--- config.mk ---
export PLATFORM = sky130hd
export DESIGN_NAME = trace_dump_sequencer
export DESIGN_NICKNAME = d
export VERILOG_FILES = /design/src/rtl/trace_dump_sequencer_pkg.sv /design/src/rtl/trace_read_stage.sv /design/src/rtl/trace_dump_sequencer.sv
export SDC_FILE = /design/constraint.sdc
export NUM_CORES = 1
export LEC_CHECK = 0
export CAP_MARGIN = 5
export CORE_AREA = 4 4 106 108
export CTS_BUF_LIST = sky130_fd_sc_hd__clkbuf_4
export CTS_CLUSTER_DIAMETER = 100
export DETAILED_ROUTE_END_ITERATION = 6
export DIE_AREA = 0 0 110 112
export PLACE_DENSITY = 0.81
export SLEW_MARGIN = 20
export SYNTH_ARGS = -nofsm -noshare
export SYNTH_HDL_FRONTEND = slang
export SYNTH_HIERARCHICAL = 1
export SYNTH_SLANG_ARGS = --single-unit
--- constraint.sdc ---
create_clock -name clk -period 5.7 [get_ports clk]
set_input_delay 1.71 -clock clk [delete_from_list [all_inputs] [get_ports clk]]
set_output_delay 1.71 -clock clk [all_outputs]
set_load 0.005 [all_outputs]
--- src/rtl/trace_dump_sequencer_pkg.sv ---
// -----------------------------------------------------------------------------
// trace_dump_sequencer_pkg
//   Shared definitions for the trace/dump engine: record tag codes, halt-cause
//   codes, top-level state encoding, read-stage phase encoding and a small
//   elaboration-time helper.
//   No ports (package).
// -----------------------------------------------------------------------------
package trace_dump_sequencer_pkg;

    typedef enum logic [1:0] {
        TAG_PC  = 2'b00,
        TAG_REG = 2'b01,
        TAG_MEM = 2'b10,
        TAG_END = 2'b11
    } tag_e;

    typedef enum logic [1:0] {
        CAUSE_NONE    = 2'b00,
        CAUSE_HALT    = 2'b01,
        CAUSE_TIMEOUT = 2'b10
    } cause_e;

    typedef enum logic [2:0] {
        ST_IDLE,
        ST_RUN,
        ST_DUMP_REG,
        ST_DUMP_MEM,
        ST_END,
        ST_DONE
    } state_e;

    typedef enum logic [1:0] {
        RD_IDLE,
        RD_CAPTURE,
        RD_VALID
    } rd_phase_e;

    function automatic int max_int(input int a, input int b);
        return (a > b) ? a : b;
    endfunction

endpackage

--- src/rtl/trace_read_stage.sv ---
// -----------------------------------------------------------------------------
// trace_read_stage
//   Walks a block of consecutive addresses of a synchronous-read storage and
//   turns each word into one valid/ready record. Read data arrives one cycle
//   after the address; it is captured into a holding register that stays
//   stable until the consumer accepts it.
// Ports
//   clk          in   clock
//   reset        in   synchronous, active-low reset
//   start_i      in   pulse: load base_i/count_i and issue the first read
//   base_i       in   first address of the block
//   count_i      in   number of words in the block (>=1)
//   rdata_i      in   read data for the address issued in the previous cycle
//   raddr_o      out  read address presented this cycle
//   out_ready_i  in   consumer ready
//   out_valid_o  out  holding register contains a record
//   out_data_o   out  holding register contents
//   last_o       out  final record of the block is accepted this cycle
// -----------------------------------------------------------------------------
module trace_read_stage
    import trace_dump_sequencer_pkg::*;
#(
    parameter int DATA_W = 32,
    parameter int AW     = 16,
    parameter int CNT_W  = 6
) (
    input  logic              clk,
    input  logic              reset,
    input  logic              start_i,
    input  logic [AW-1:0]     base_i,
    input  logic [CNT_W-1:0]  count_i,
    input  logic [DATA_W-1:0] rdata_i,
    output logic [AW-1:0]     raddr_o,
    input  logic              out_ready_i,
    output logic              out_valid_o,
    output logic [DATA_W-1:0] out_data_o,
    output logic              last_o
);

    rd_phase_e         phase_q, phase_d;
    logic [AW-1:0]     addr_q, addr_d;
    logic [CNT_W-1:0]  remaining_q, remaining_d;
    logic [DATA_W-1:0] data_q, data_d;
    logic              fire;

    always_comb begin
        // NOTE: every next-state value defaults to its register first, so no
        // path through the case below can infer a latch.
        phase_d     = phase_q;
        addr_d      = addr_q;
        remaining_d = remaining_q;
        data_d      = data_q;
        fire        = (phase_q == RD_VALID) && out_ready_i;
        last_o      = fire && (remaining_q == CNT_W'(1));

        if (start_i) begin
            phase_d     = RD_CAPTURE;
            addr_d      = base_i;
            remaining_d = count_i;
        end else begin
            case (phase_q)
                RD_CAPTURE: begin
                    data_d  = rdata_i;
                    phase_d = RD_VALID;
                end
                RD_VALID: begin
                    if (fire) begin
                        if (last_o) begin
                            phase_d = RD_IDLE;
                        end else begin
                            addr_d      = addr_q + AW'(1);
                            remaining_d = remaining_q - CNT_W'(1);
                            phase_d     = RD_CAPTURE;
                        end
                    end
                end
                default: ;
            endcase
        end
    end

    // The next address goes out in the accepting cycle itself, so its data is
    // ready to capture in the following cycle: two cycles per record.
    assign raddr_o     = addr_d;
    assign out_valid_o = (phase_q == RD_VALID);
    assign out_data_o  = data_q;

    always_ff @(posedge clk) begin
        if (!reset) begin
            phase_q     <= RD_IDLE;
            addr_q      <= '0;
            remaining_q <= '0;
            // NOTE: the holding register is a single word, not a memory, and
            // is cleared so that nothing stale survives a reset.
            data_q      <= '0;
        end else begin
            // NOTE: sequential state is updated with non-blocking assignments only.
            phase_q     <= phase_d;
            addr_q      <= addr_d;
            remaining_q <= remaining_d;
            data_q      <= data_d;
        end
    end

endmodule

--- src/rtl/trace_dump_sequencer.sv ---
// -----------------------------------------------------------------------------
// trace_dump_sequencer
//   Trace/dump engine for the single-cycle datapath machine. While running it
//   streams one PC record per retired cycle; on halt (halt instruction or
//   cycle timeout) it stalls the machine and reads out the register file and
//   a data-memory window, then one END record carrying the run cycle count.
// Ports
//   clk         in   clock, rising edge
//   reset       in   synchronous, active-low reset
//   start       in   level, sampled only in IDLE
//   pc, inst    in   machine PC and instruction at that PC
//   cpu_stall   out  hold machine state this cycle
//   rf_raddr    out  register-file read address  / rf_rdata  in (1-cycle latency)
//   mem_raddr   out  data-memory read address    / mem_rdata in (1-cycle latency)
//   out_valid   out  record valid                / out_ready in
//   out_tag     out  00 PC, 01 REG, 10 MEM, 11 END
//   out_data    out  record payload
//   done        out  dump finished, held until reset
//   halt_cause  out  00 none, 01 halt instruction, 10 timeout
// -----------------------------------------------------------------------------
module trace_dump_sequencer
    import trace_dump_sequencer_pkg::*;
#(
    parameter int                    DATA_W     = 32,
    parameter int                    NUM_REGS   = 32,
    parameter int                    MEM_ADDR_W = 16,
    parameter logic [MEM_ADDR_W-1:0] MEM_BASE   = 16'h4000,
    parameter int                    MEM_WORDS  = 4,
    parameter logic [DATA_W-1:0]     HALT_INST  = '0,
    parameter int                    TIMEOUT    = 64,
    parameter int                    TRACE_PC   = 1,
    localparam int                   RF_AW      = (NUM_REGS > 1) ? $clog2(NUM_REGS) : 1
) (
    input  logic                  clk,
    input  logic                  reset,
    input  logic                  start,
    input  logic [DATA_W-1:0]     pc,
    input  logic [DATA_W-1:0]     inst,
    output logic                  cpu_stall,
    output logic [RF_AW-1:0]      rf_raddr,
    input  logic [DATA_W-1:0]     rf_rdata,
    output logic [MEM_ADDR_W-1:0] mem_raddr,
    input  logic [DATA_W-1:0]     mem_rdata,
    output logic                  out_valid,
    input  logic                  out_ready,
    output logic [1:0]            out_tag,
    output logic [DATA_W-1:0]     out_data,
    output logic                  done,
    output logic [1:0]            halt_cause
);

    // One read stage serves both phases, so its address is wide enough for either.
    localparam int AW    = max_int(RF_AW, MEM_ADDR_W);
    localparam int CNT_W = $clog2(max_int(NUM_REGS, MEM_WORDS) + 1);
    localparam int CYC_W = $clog2(TIMEOUT + 1);

    state_e           state_q;
    cause_e           cause_q;
    logic [CYC_W-1:0] cycles_q;
    logic             done_q;

    logic              run_step, halt_inst, halt_time, halt_now;
    logic              start_reg, start_mem;
    logic              rd_start, rd_valid, rd_last;
    logic [AW-1:0]     rd_base, rd_raddr;
    logic [CNT_W-1:0]  rd_count;
    logic [DATA_W-1:0] rd_rdata, rd_data;

    // Output mux and stall. The PC record is combinational from pc so the
    // machine only loses a cycle when the consumer is not ready.
    always_comb begin
        out_valid = 1'b0;
        out_tag   = TAG_PC;
        out_data  = '0;
        cpu_stall = 1'b0;
        case (state_q)
            ST_RUN: begin
                if (TRACE_PC != 0) begin
                    out_valid = 1'b1;
                    out_data  = pc;
                end
                cpu_stall = out_valid & ~out_ready;
            end
            ST_DUMP_REG: begin
                out_valid = rd_valid;
                out_tag   = TAG_REG;
                out_data  = rd_data;
                cpu_stall = 1'b1;
            end
            ST_DUMP_MEM: begin
                out_valid = rd_valid;
                out_tag   = TAG_MEM;
                out_data  = rd_data;
                cpu_stall = 1'b1;
            end
            ST_END: begin
                out_valid = 1'b1;
                out_tag   = TAG_END;
                out_data  = DATA_W'(cycles_q);
                cpu_stall = 1'b1;
            end
            ST_DONE: cpu_stall = 1'b1;
            default: ;
        endcase
    end

    // Counting and halt detection only happen on cycles the machine retires.
    assign run_step  = (state_q == ST_RUN) && !cpu_stall;
    assign halt_inst = (inst == HALT_INST);
    assign halt_time = (cycles_q == CYC_W'(TIMEOUT - 1));
    assign halt_now  = run_step && (halt_inst || halt_time);

    // The register read is issued in the halting cycle and the memory read in
    // the cycle the last register record is accepted, so no idle cycle is lost.
    assign start_reg = halt_now;
    assign start_mem = (state_q == ST_DUMP_REG) && rd_last && (MEM_WORDS != 0);
    assign rd_start  = start_reg || start_mem;
    assign rd_base   = start_mem ? AW'(MEM_BASE) : '0;
    assign rd_count  = start_mem ? CNT_W'(MEM_WORDS) : CNT_W'(NUM_REGS);
    assign rd_rdata  = (state_q == ST_DUMP_MEM) ? mem_rdata : rf_rdata;

    // Memory addresses wrap naturally by keeping only the low MEM_ADDR_W bits.
    assign rf_raddr  = (start_reg || (state_q == ST_DUMP_REG && !start_mem))
                       ? rd_raddr[RF_AW-1:0] : '0;
    assign mem_raddr = (start_mem || state_q == ST_DUMP_MEM)
                       ? rd_raddr[MEM_ADDR_W-1:0] : '0;

    assign done       = done_q;
    assign halt_cause = cause_q;

    trace_read_stage #(
        .DATA_W (DATA_W),
        .AW     (AW),
        .CNT_W  (CNT_W)
    ) u_read (
        .clk         (clk),
        .reset       (reset),
        .start_i     (rd_start),
        .base_i      (rd_base),
        .count_i     (rd_count),
        .rdata_i     (rd_rdata),
        .raddr_o     (rd_raddr),
        .out_ready_i (out_ready),
        .out_valid_o (rd_valid),
        .out_data_o  (rd_data),
        .last_o      (rd_last)
    );

    always_ff @(posedge clk) begin
        if (!reset) begin
            state_q  <= ST_IDLE;
            cause_q  <= CAUSE_NONE;
            cycles_q <= '0;
            done_q   <= 1'b0;
        end else begin
            case (state_q)
                ST_IDLE: begin
                    if (start) state_q <= ST_RUN;
                end
                ST_RUN: begin
                    if (run_step) begin
                        cycles_q <= cycles_q + CYC_W'(1);
                        if (halt_now) begin
                            // Halt instruction wins when both fire together.
                            cause_q <= halt_inst ? CAUSE_HALT : CAUSE_TIMEOUT;
                            state_q <= ST_DUMP_REG;
                        end
                    end
                end
                ST_DUMP_REG: begin
                    if (rd_last) state_q <= (MEM_WORDS != 0) ? ST_DUMP_MEM : ST_END;
                end
                ST_DUMP_MEM: begin
                    if (rd_last) state_q <= ST_END;
                end
                ST_END: begin
                    if (out_ready) begin
                        state_q <= ST_DONE;
                        done_q  <= 1'b1;
                    end
                end
                ST_DONE: ;
                default: state_q <= ST_IDLE;
            endcase
        end
    end

endmodule

# Word level (Yosys, flattened, before mapping)
# Index checks and enable logic that the tools add are counted.
dict set report totals {
  reg_bits 69
  word_cells 94
  input_bits 132
  out_inout_bits 60
}
dict set report op_classes {
  n_reduce_logical 29
  add_sub_neg 3
  n_bitwise 5
  muxes 30
  eq_ne 18
}
# cell count
set ops {}
lappend ops {{$pmux 32 s3} 1}
lappend ops {{$mux 16} 5}
lappend ops {{$logic_not 32->1} 1}
lappend ops {{$mux 32} 1}
lappend ops {{$mux 6} 5}
lappend ops {{$mux 3} 6}
lappend ops {{$pmux 3 s6} 1}
lappend ops {{$add 16x1->16 const B} 1}
lappend ops {{$mux 15} 1}
lappend ops {{$ne 2x2->1 const B} 7}
lappend ops {{$reduce_and 2->1} 5}
lappend ops {{$add 7x1->7 const B} 1}
lappend ops {{$eq 7x6->1 const B} 1}
lappend ops {{$reduce_and 7->1} 1}
lappend ops {{$eq 3x2->1 const B} 2}
lappend ops {{$eq 3x3->1 const B} 2}
lappend ops {{$eq 6x1->1 const B} 1}
lappend ops {{$logic_and 1x1->1} 6}
lappend ops {{$pmux 2 s3} 1}
lappend ops {{$reduce_and 3->1} 2}
lappend ops {{$reduce_bool 2->1} 3}
lappend ops {{$sub 6x1->6 const B} 1}
lappend ops {{$mux 5} 1}
lappend ops {{$logic_or 1x1->1} 4}
lappend ops {{17 further kinds} 25}

# Logic depth before layout (Yosys ltp)
# Gate-level depths: netlist of run 1.
dict set report logic_depth {
  word_depth 10
  depth_mapped 15
  mapped_depth_nobuf 13
}

# Hierarchy
# The synthesis of run 1 kept the hierarchy.
# mod cells_per_inst area_each_um2 seq_area_each_um2 n_inst
set modules_own_cells {}
lappend modules_own_cells {trace_read_stage 339 2731.4 1121.1 1}
lappend modules_own_cells {trace_dump_sequencer 201 1676.6 260.2 1}

# Worst setup path before layout of run 1
# No wires, ideal clock.
dict set report synth_timing {
  path_kind {in2out}
  start {input port inst[27]}
  end {output port rf_raddr[2]}
  arrival_ns 3.695
  path_buffers 3
  t_required_ns 3.990
  slack_ns 0.295
  path_stages 9
  cell_sequence {nor4_1 > nand4_1 > or3_1 > clkbuf_1 > nand2_1 > clkbuf_1 > clkbuf_1 > o21a_1 > a21boi_0}
}
dict set report synth_via {
  elab_chain_len 6
  word_cells_on_any_way 7
  classes_between {mux: 2; reduce/logical: 5}
}
# element line
set synth_rtl {}
lappend synth_rtl {{start: declaration} trace_dump_sequencer.sv:38} ;# input logic [DATA_W-1:0] inst,
lappend synth_rtl {{$logic_not 32->1} trace_dump_sequencer.sv:109} ;# assign halt_inst = (inst == HALT_INST);
lappend synth_rtl {{$logic_or 1x1->1} trace_dump_sequencer.sv:111} ;# assign halt_now = run_step && (halt_inst || halt_time);
lappend synth_rtl {{$logic_and 1x1->1} trace_dump_sequencer.sv:111}
lappend synth_rtl {{$logic_or 1x1->1} trace_dump_sequencer.sv:117} ;# assign rd_start = start_reg || start_mem;
lappend synth_rtl {{named net rd_start} trace_dump_sequencer.sv:64} ;# logic rd_start, rd_valid, rd_last;
lappend synth_rtl {{$mux 16} trace_read_stage.sv:56} ;# if (start_i) begin
lappend synth_rtl {{named net rd_raddr[2]} trace_dump_sequencer.sv:65} ;# logic [AW-1:0] rd_base, rd_raddr;
lappend synth_rtl {{$mux 5} trace_dump_sequencer.sv:124} ;# ? rd_raddr[RF_AW-1:0] : '0;
lappend synth_rtl {{end: declaration} trace_dump_sequencer.sv:40} ;# output logic [RF_AW-1:0] rf_raddr,
# The timed path passes the listed nets, and every way through them passes these cells.

# Worst setup path in the final report of run 1
dict set report layout_timing {
  start {input port inst[14]}
  end {output port rf_raddr[4]}
}
# The elaborated chain is that of the path after synthesis.

==> results by group, run 1 <==
Floorplan
  – Ports: 192
  – Die H: 112 µm
  – Area of the core: 10200 µm²
  – Die Span X: 110 µm
  – Die area: 12300 µm²
  – Num rows: 37
  – Initial core utilization: 43.1%

Critical path
  – Slowest stage delay, CP: 0.40 ns
  – CP max-delay cell: clkdlybuf4s50_1
  – CP Capture Type: primary output
  – Reg-to-reg startpoint: u_read/remaining_q[1]$_SDFFE_PN0P_
  – Worst Path Required: 3.99 ns
  – Crit path launch: inst[14]
  – FF-to-FF End: u_read/out_data_o[6]$_SDFFE_PN0P_
  – Worst EP arrival: 4.01 ns
  – Reg2Reg Setup Slack: 2.70 ns
  – Critical Path, Cell by Cell: clkdlybuf4s50_1, nor4_1, nand4_1, or3_4, nand2_4, buf_4, buf_6, a311oi_2, nor3_2, a21boi_2, dlygate4sd2_1
  – Kind of critical path: in -> out
  – R2r worst-path depth: 16
  – Crit Path Max Fanout: 5
  – Setup crit end: rf_raddr[4]
  – CP startpoint kind: primary input

Layout
  – Nets@finish: 900
  – Area growth, synth to finish: 56.4%
  – Layout cells sized above 1: 15.4%
  – Post-layout util: 67.4%
  – Fill cells: 849

Detailed routing
  – DR WL/cell: 17.2 µm
  – Vias: 4905
  – Routed Antenna Nets: 0
  – Vias per inst: 5.42
  – WL final: 15500 µm
  – # DRC: 0
  – DRT Pass-1 Iters: 5
  – First DRT Iteration DRCs: 253

Yosys
  – Commonest cells post-synth: 82 x nand2_1, 69 x dfxtp_1, 42 x a21boi_0
  – Asr flop ratio synth: 0%
  – Yosys top cell area share: 31.3%
  – Synthesis Warnings: 6
  – Syn Std Cell Area: 4410 µm²
  – Count of state elements after synthesis: 69
  – Top_reg_cell synth: dfxtp_1
  – Dominant cells by area after synthesis: dfxtp_1 31%, mux2_2 8.4%, a21boi_0 7.2%, nand2_1 7.0%, a22o_1 5.0%
  – Syn Area/Cell: 8.16 µm²
  – Seq/Total Area, Yosys: 31.3%
  – EDFF count, synth: 0
  – Most instantiated library cell after synthesis: nand2_1
  – Most area-hungry cell type in the Yosys netlist: dfxtp_1
  – Cells after Synth: 540
  – Post-synth cell types: 64

Timing
  – Clock skew: 0.0168 ns
  – Worst slew pin tran: 0.751 ns
  – Fmax: 175 MHz
  – Final Cycle Share: 100%
  – Final hold violations: 0
  – Max-slew violations: 0
  – Min cycle time layout: 5.72 ns
  – Hold WS: 0.473 ns
  – Final worst slack: -0.0177 ns
  – Final Setup Violations: 1
  – Max-slew headroom: 49.7%

Global routing
  – Initial antenna violation count: 2
  – Global-route wire length before repair: 24000 µm
  – All-Layer GR Usage: 24.1%
  – Vias in the first global route: 4834
  – Largest net degree at the start of global routing: 61
  – Remaining global-route overflow: 0

Status
  – Status: finished with violations
  – Violated checks: setup timing

Power
  – Maximum vdd drop: 0.000109 V
  – PwrDens: 156 nW/µm²
  – Leak: 2.75 nW

Place
  – Final Wtd Congestion: 0.827
  – Input/output buffers: 191
  – DP HPWL: 11600 µm

Clock tree
  – H-tree depth: 3
  – Total CTS buffers: 9
  – Clock buffer depth: 2
  – CTS clk-pin slew, worst paths: 0.11 ns
  – Latest clock arrival within the worst-skew pair: 0.39 ns
  – Sink Count: 69
  – CTS tree: yes
  – Hold-fix buffers at CTS: 0
  – Root buffer selected by CTS: clkbuf_4

Job
  – MaxCap Viol Count: 0

Min path
  – Hold crit path type: reg -> reg
## area by class of cell
| type | instances | area (µm²) | area share (%) |
|---|---|---|---|
| Antenna cell | 1 | 2.50 | 0.0363 |
| Tap cell | 136 | 170 | 2.47 |
| Clock buffer | 11 | 82.6 | 1.20 |
| Multi-Input combinational cell | 437 | 2970 | 43.0 |
| Clock inverter | 5 | 27.5 | 0.399 |
| Timing Repair Buffer | 227 | 2190 | 31.8 |
| Inverter | 19 | 71.3 | 1.03 |
| Sequential cell | 69 | 1380 | 20.0 |
## worst max-delay path, delay by kind of cell
kind | cells | cell delay, ns
AND/OR/NAND/NOR | 5 | 1.17
AO/OA/AOI/OAI | 2 | 0.24
buffers and inverters | 4 | 0.88
## timing repair
item | in CTS | in global routing
gates resized for setup | 64 | 17
endpoints found under the setup margin | 21 | 9
setup buffers | 3 | 0
cloned | 1 | 0
pin swaps | 13 | 13
## where the power goes
| group | switching, mW | internal (mW) | total, mW |
|---|---|---|---|
| logic | 0.120 | 0.194 | 0.314 |
| clock network | 0.171 | 0.0962 | 0.267 |
| registers | 0.00899 | 0.486 | 0.495 |
## registers in the layout (all words and copies together) (netlist names)
| register | count |
|---|---|
| u_read/out_data_o | 32 |
| u_read/addr_q | 16 |
| cycles_q | 7 |
| u_read/remaining_q | 6 |
| state_q | 3 |
| halt_cause | 2 |
| u_read/phase_q | 2 |
| done | 1 |
## layout by cell type (no fill, tap or decap), types with 6 or more instances in the layout
master           count
dlygate4sd2_1       25
clkdlybuf4s50_1    149
o21ai_0             19
nor2b_1             15
nand4_1              9
mux2_2              33
xor2_1               8
nand2_1             81
conb_1              26
inv_1               18
nor4_2               7
buf_4               31
a222oi_1             7
xnor2_1              6
a22o_1              25
dfxtp_1             69
clkbuf_4            11
nor3_1               6
nand3_1              9
a21oi_1             15
nor2_1              28
dlymetal6s2s_1      13
a21boi_0            41
a31oi_1             10
## worst min-delay path by stage
| stage | startpoint | to | slack [ns] | cells after the start |
|---|---|---|---|---|
| 2_1_floorplan | u_read/out_data_o[0]$_SDFFE_PN0P_ | u_read/out_data_o[0]$_SDFFE_PN0P_ | 0.44 | 2 |
| 3_3_place_gp | u_read/out_data_o[5]$_SDFFE_PN0P_ | u_read/out_data_o[5]$_SDFFE_PN0P_ | 0.45 | 2 |
| 3_5_place_dp | u_read/out_data_o[2]$_SDFFE_PN0P_ | u_read/out_data_o[2]$_SDFFE_PN0P_ | 0.46 | 2 |
| 4_1_cts | u_read/out_data_o[2]$_SDFFE_PN0P_ | u_read/out_data_o[2]$_SDFFE_PN0P_ | 0.48 | 2 |
| 5_1_grt | u_read/out_data_o[2]$_SDFFE_PN0P_ | u_read/out_data_o[2]$_SDFFE_PN0P_ | 0.50 | 2 |
| 6_report | u_read/out_data_o[21]$_SDFFE_PN0P_ | u_read/out_data_o[21]$_SDFFE_PN0P_ | 0.47 | 2 |
## routing by layer
layer  vias to the layer above  share of wire, %  track usage [%]
met2                       199                51             43.8
met5                         -             0.084                0
met1                      2278                38             26.9
met3                        33               8.5             5.33
met4                         2               2.7             9.06
li1                       2393                 -                -
## logic make-up (layout without fill, tap and decap cells)
family / count (synthesis) / in the layout / synth area share (%)
buffers and inverters: 59 / 262 / 5.76
XOR/XNOR: 14 / 14 / 2.78
other: 1 / 27 / 0.0851
AND/OR/NAND/NOR: 203 / 203 / 23.7
flip-flops: 69 / 69 / 31.3
AO/OA/AOI/OAI: 155 / 155 / 26.3
multiplexers: 34 / 34 / 8.66
adder cells (fa/ha/maj): 5 / 5 / 1.42
## per-stage QoR
step           setup TNS, ns  instances  power [mW]  area, µm²  worst slack, ns
2_1_floorplan              0        565       0.639       4500            0.295
3_3_place_gp           -5.48        885       0.814       6660           -0.375
3_5_place_dp          -10.00        885       0.821       6660           -0.614
4_1_cts               -0.121        905        1.09       6850           -0.121
5_1_grt                -1.67        905        1.14       6890           -0.164
6_report             -0.0177        905        1.08       6890          -0.0177
No activity file was read; power rests on OpenSTA's default activity.
==> run 2, diff against run 1 <==
Settings changed: CORE_AREA 4 4 106 108 to 2 2 104 106, CTS_CLUSTER_SIZE from default to 20, DIE_AREA 0 0 110 112 to 0 0 106 108.
==> results by group, run 2 (synthesis results as in run 1) <==
Status
  – Status: finished clean

Critical path
  – Reg-to-reg startpoint: u_read/remaining_q[1]$_SDFFE_PN0P_
  – R2r worst-path depth: 15
  – Worst EP arrival: 3.96 ns
  – Reg2Reg Setup Slack: 2.67 ns
  – FF-to-FF End: u_read/addr_q[14]$_SDFF_PN0_
  – CP max-delay cell: clkdlybuf4s50_1
  – Crit Path Max Fanout: 8
  – CP startpoint kind: primary input
  – Worst Path Required: 3.99 ns
  – CP Capture Type: primary output
  – Critical path buffers and inverters: 5
  – Slowest stage delay, CP: 0.40 ns
  – Kind of critical path: in -> out
  – Critical Path, Cell by Cell: clkdlybuf4s50_1, nor4_1, nand4_1, or3_4, nand2_4, clkinvlp_4, buf_4, buf_6, nor2_4, nor3_4, a21boi_2, clkbuf_2
  – Cell family with most CP delay: buffers and inverters

Timing
  – Setup TNS: 0 ns
  – Min cycle time layout: 5.67 ns
  – Worst slew pin tran: 0.772 ns
  – Hold WS: 0.469 ns
  – Final hold violations: 0
  – Max-slew violations: 0
  – Max-slew headroom: 48.3%
  – Final Cycle Share: 99.5%
  – Fmax: 176 MHz
  – Final Setup Violations: 0
  – Clock skew: 0.0123 ns

Floorplan
  – Die area: 11400 µm²
  – Initial core utilization: 43.1%
  – Die Span X: 106 µm
  – Die H: 108 µm
  – Ports: 192
  – Num rows: 37
  – Area of the core: 10200 µm²

Detailed routing
  – First DRT Iteration DRCs: 248
  – Vias: 4989
  – DRT Pass-1 Iters: 5
  – Vias per inst: 5.45
  – # DRC: 0
  – WL final: 15200 µm
  – DR WL/cell: 16.6 µm
  – Routed Antenna Nets: 0

Global routing
  – Initial antenna violation count: 1
  – Global-route wire length before repair: 23800 µm
  – Vias in the first global route: 4922
  – All-Layer GR Usage: 25.8%
  – Remaining global-route overflow: 0
  – Largest net degree at the start of global routing: 61

Layout
  – Number of flip-flops in the largest register: 32
  – Nets@finish: 914
  – Commonest non-fill, non-tap cell in the layout: clkdlybuf4s50_1
  – Most frequent cells in the layout: 145 x clkdlybuf4s50_1, 81 x nand2_1, 69 x dfxtp_1, 39 x a21boi_0, 39 x buf_4
  – Area growth, synth to finish: 59.2%
  – Layout cells sized above 1: 18.0%

Clock tree
  – CTS tree: yes
  – Total CTS buffers: 9
  – CTS clk-pin slew, worst paths: 0.10 ns
  – Latest clock arrival within the worst-skew pair: 0.40 ns
  – Root buffer selected by CTS: clkbuf_4
  – H-tree depth: 3
  – Clock buffer depth: 2
  – Sink Count: 69
  – Hold-fix buffers at CTS: 0

Power
  – Maximum vdd drop: 0.0000945 V
  – Leak: 2.74 nW
  – PwrDens: 155 nW/µm²

Min path
  – Hold EP: u_read/out_data_o[9]$_SDFFE_PN0P_
  – Hold path cells: 2
  – Hold crit path type: reg -> reg
  – Hold_sp: u_read/out_data_o[9]$_SDFFE_PN0P_

Job
  – MaxCap Viol Count: 0

Place
  – Final Wtd Congestion: 0.825
  – Input/output buffers: 191
  – DP HPWL: 11000 µm
-- run 2: changes by cell type in the layout (fill, tap and decap cells not counted), moves of 4 or more --
cell	delta
clkbuf_2	+5
clkdlybuf4s50_1	-4
dlymetal6s2s_1	-7
buf_4	+8
nor2_1	-6
nor2_2	+4
buf_6	+6
clkdlybuf4s15_1	+5
-- run 2: worst max path at each step --
| stage | from | to | slack (ns) | cells after the start |
|---|---|---|---|---|
| final | inst[29] | rf_raddr[4] | 0.03 | 12 |
| after global routing | inst[29] | mem_raddr[15] | -0.09 | 12 |
| after CTS | inst[21] | mem_raddr[14] | 0.002 | 12 |
| after detailed placement | inst[16] | rf_raddr[4] | -0.47 | 10 |
| after global placement | inst[16] | mem_raddr[8] | -0.33 | 11 |
| after floorplan | inst[27] | rf_raddr[2] | 0.30 | 9 |
-- run 2: power breakdown --
group | total [mW] | internal, mW | switching (mW)
Combinational | 0.312 | 0.190 | 0.121
Clock | 0.285 | 0.123 | 0.162
Sequential | 0.494 | 0.486 | 0.00843
Total | 1.09 | 0.800 | 0.291
-- run 2: per-stage QoR --
step | cell area [µm²] | power, mW | instances | util [%] | setup slack [ns]
2_1_floorplan | 4500 | 0.639 | 565 | - | 0.295
3_3_place_gp | 6680 | 0.813 | 887 | 65.3 | -0.329
3_5_place_dp | 6680 | 0.820 | 887 | 65.3 | -0.472
4_1_cts | 6940 | 1.10 | 911 | 67.9 | 0.00179
5_1_grt | 7020 | 1.14 | 916 | 68.6 | -0.0889
6_report | 7020 | 1.09 | 916 | 68.6 | 0.0269
-- run 2: what timing repair did --
action                                  4_1_cts  5_1_grt
setup buffers                                10        4
pin swaps                                    24       11
cloned                                        1        0
endpoints found under the setup margin       21       19
resized for setup                            91       28
-- run 2: cell type report --
type	count	area, µm²
fill	860	3210
multi-input combinational	437	3000
timing repair buffer	241	2270
sequential	69	1380
tap	136	170
inverter	19	75.1
clock buffer	9	67.6
clock inverter	4	42.5
antenna	1	2.50
-- run 2: metal layers --
layer	up-vias	GRT usage (%)	wire [µm]
li1	2420	-	-
met1	2343	27.8	5890
met4	0	11.5	549
met2	182	49.1	7750
met3	44	4.88	991
met5	-	0	0
-- run 2: worst min-delay path, cell delays in order (launching register included) --
cell	delay, ns
dfxtp_1	0.32
nand2_1	0.04
a21boi_0	0.06
==> run 3, diff against run 2 <==
Clock period 5.7 ns to 5.4 ns, I/O delays scaled along.
==> results by group, run 3 (synthesis results as in run 1) <==
Layout
  – Number of flip-flops in the largest register: 32
  – Most frequent cells in the layout: 138 x clkdlybuf4s50_1, 81 x nand2_1, 69 x dfxtp_1, 41 x a21boi_0, 38 x buf_4
  – Area of the multi-input gates: 3030 µm²
  – Commonest non-fill, non-tap cell in the layout: clkdlybuf4s50_1
  – Nets@finish: 907
  – Post-layout util: 69.3%
  – Fill cells: 806
  – Fin area: 7090 µm²
  – Layout cells sized above 1: 17.9%
  – FF+latch area: 1380 µm²
  – Area growth, synth to finish: 60.9%
  – Cell Count, Final, Fillers Out: 912

Global routing
  – Vias in the first global route: 4964
  – All-Layer GR Usage: 25.8%
  – Largest net degree at the start of global routing: 39
  – Initial antenna violation count: 1
  – Remaining global-route overflow: 0
  – Global-route wire length before repair: 23800 µm

Power
  – Int Pwr: 999 µW
  – Maximum vdd drop: 0.000151 V
  – Power share of the clock group: 36.2%
  – Switching portion of total power: 25.2%
  – PwrDens: 188 nW/µm²
  – Power Total: 1.34 mW
  – Net switching power: 337 µW
  – Comb pwr share: 24.7%
  – Leak: 2.84 nW
  – Sequential power share: 39.1%

Floorplan
  – Ports: 192
  – Die H: 108 µm
  – Num rows: 37
  – Area of the core: 10200 µm²
  – Die Span X: 106 µm
  – Die area: 11400 µm²
  – Initial core utilization: 43.1%

Detailed routing
  – First DRT Iteration DRCs: 255
  – Routed Antenna Nets: 0
  – # DRC: 0
  – WL final: 15100 µm
  – DRT Pass-1 Iters: 7
  – DR WL/cell: 16.6 µm
  – Vias: 4902
  – Vias per inst: 5.38

Clock tree
  – Clock buffer depth: 2
  – Root buffer selected by CTS: clkbuf_4
  – CTS clk-pin slew, worst paths: 0.11 ns
  – Latest clock arrival within the worst-skew pair: 0.40 ns
  – Hold-fix buffers at CTS: 0
  – Sink Count: 69
  – Total CTS buffers: 9
  – CTS tree: yes
  – H-tree depth: 3

Critical path
  – Worst EP arrival: 3.72 ns
  – Cell family with most CP delay: simple AND/OR/NAND/NOR gates
  – Worst Path Required: 3.78 ns
  – CP max-delay cell: or3_4
  – Worst path most repeated cell: buf_6
  – CP Capture Type: primary output
  – Critical path buffers and inverters: 4
  – CP startpoint kind: primary input
  – Slowest stage delay, CP: 0.42 ns
  – Critical Path, Cell by Cell: dlygate4sd2_1, nor4_2, nand4_1, or3_4, nand2_4, buf_6, buf_6, a211oi_4, a32oi_2, nand2_1, and2b_1, buf_2
  – Crit Path Max Fanout: 6
  – Kind of critical path: in -> out

Timing
  – Hold WS: 0.474 ns
  – Max-slew headroom: 38.5%
  – Fmax: 187 MHz
  – Final hold violations: 0
  – Worst slew pin tran: 0.919 ns
  – Final worst slack: 0.0598 ns
  – Final Setup Violations: 0
  – Min cycle time layout: 5.34 ns
  – Setup TNS: 0 ns
  – Max-slew violations: 0
  – Final Cycle Share: 98.9%
  – Clock skew: 0.0126 ns

Place
  – Area post-placement: 6690 µm²
  – DP HPWL: 11100 µm
  – Post-place setup slack: -0.487 ns
  – Placed cells: 891
  – Final Wtd Congestion: 0.833
  – Input/output buffers: 191

Min path
  – Hold crit path type: reg -> reg

Status
  – Status: finished clean

Job
  – MaxCap Viol Count: 0
==> run 3: repair_timing <==
action,in CTS,in global routing
pin swaps,24,17
buffers inserted,4,0
gates resized for setup,82,31
gates cloned,0,0
setup endpoints to repair,21,21
==> run 3: worst reg2reg max path: cells and delay by family, from the launching register on <==
family          cells  cell delay, ns
flops               1            0.35
fa+ha+maj           1            0.17
compound gates      1            0.19
buf+inv             4            0.60
simple gates        9            1.52
==> run 3: power by group through the flow <==
stage,Sequential [mW],Clock [mW],Combinational (mW)
floorplan,0.527,0,0.148
global placement,0.533,0,0.325
detailed placement,0.533,0,0.331
CTS,0.522,0.494,0.329
global route,0.524,0.513,0.354
finish,0.523,0.484,0.330
==> run 3: final cells by class <==
type / count / area share (%)
Antenna cell: 1 / 0.0353
Timing Repair Buffer: 234 / 31.4
Multi-Input combinational cell: 437 / 42.7
Inverter: 19 / 1.04
Clock inverter: 7 / 2.06
Sequential cell: 69 / 19.5
Tap cell: 136 / 2.40
Clock buffer: 9 / 0.953
==> run 3: worst paths after layout <==
| path | cells after the start | to | slack [ns] | startpoint |
|---|---|---|---|---|
| worst min register to register | 2 | u_read/out_data_o[16]$_SDFFE_PN0P_ | 0.47 | u_read/out_data_o[16]$_SDFFE_PN0P_ |
| worst min-delay path | 2 | u_read/out_data_o[16]$_SDFFE_PN0P_ | 0.47 | u_read/out_data_o[16]$_SDFFE_PN0P_ |
| worst max-delay path | 12 | mem_raddr[10] | 0.06 | inst[25] |
| worst max register to register | 15 | u_read/out_data_o[2]$_SDFFE_PN0P_ | 2.50 | u_read/remaining_q[1]$_SDFFE_PN0P_ |
==> run 3: metal layers <==
| metal | track usage [%] | up-vias | routed length [µm] |
|---|---|---|---|
| met5 | 0 | - | 0 |
| met4 | 10.3 | 0 | 402 |
| met3 | 4.82 | 30 | 984 |
| met2 | 48.6 | 200 | 7820 |
| met1 | 28.6 | 2274 | 5930 |
| li1 | - | 2398 | - |
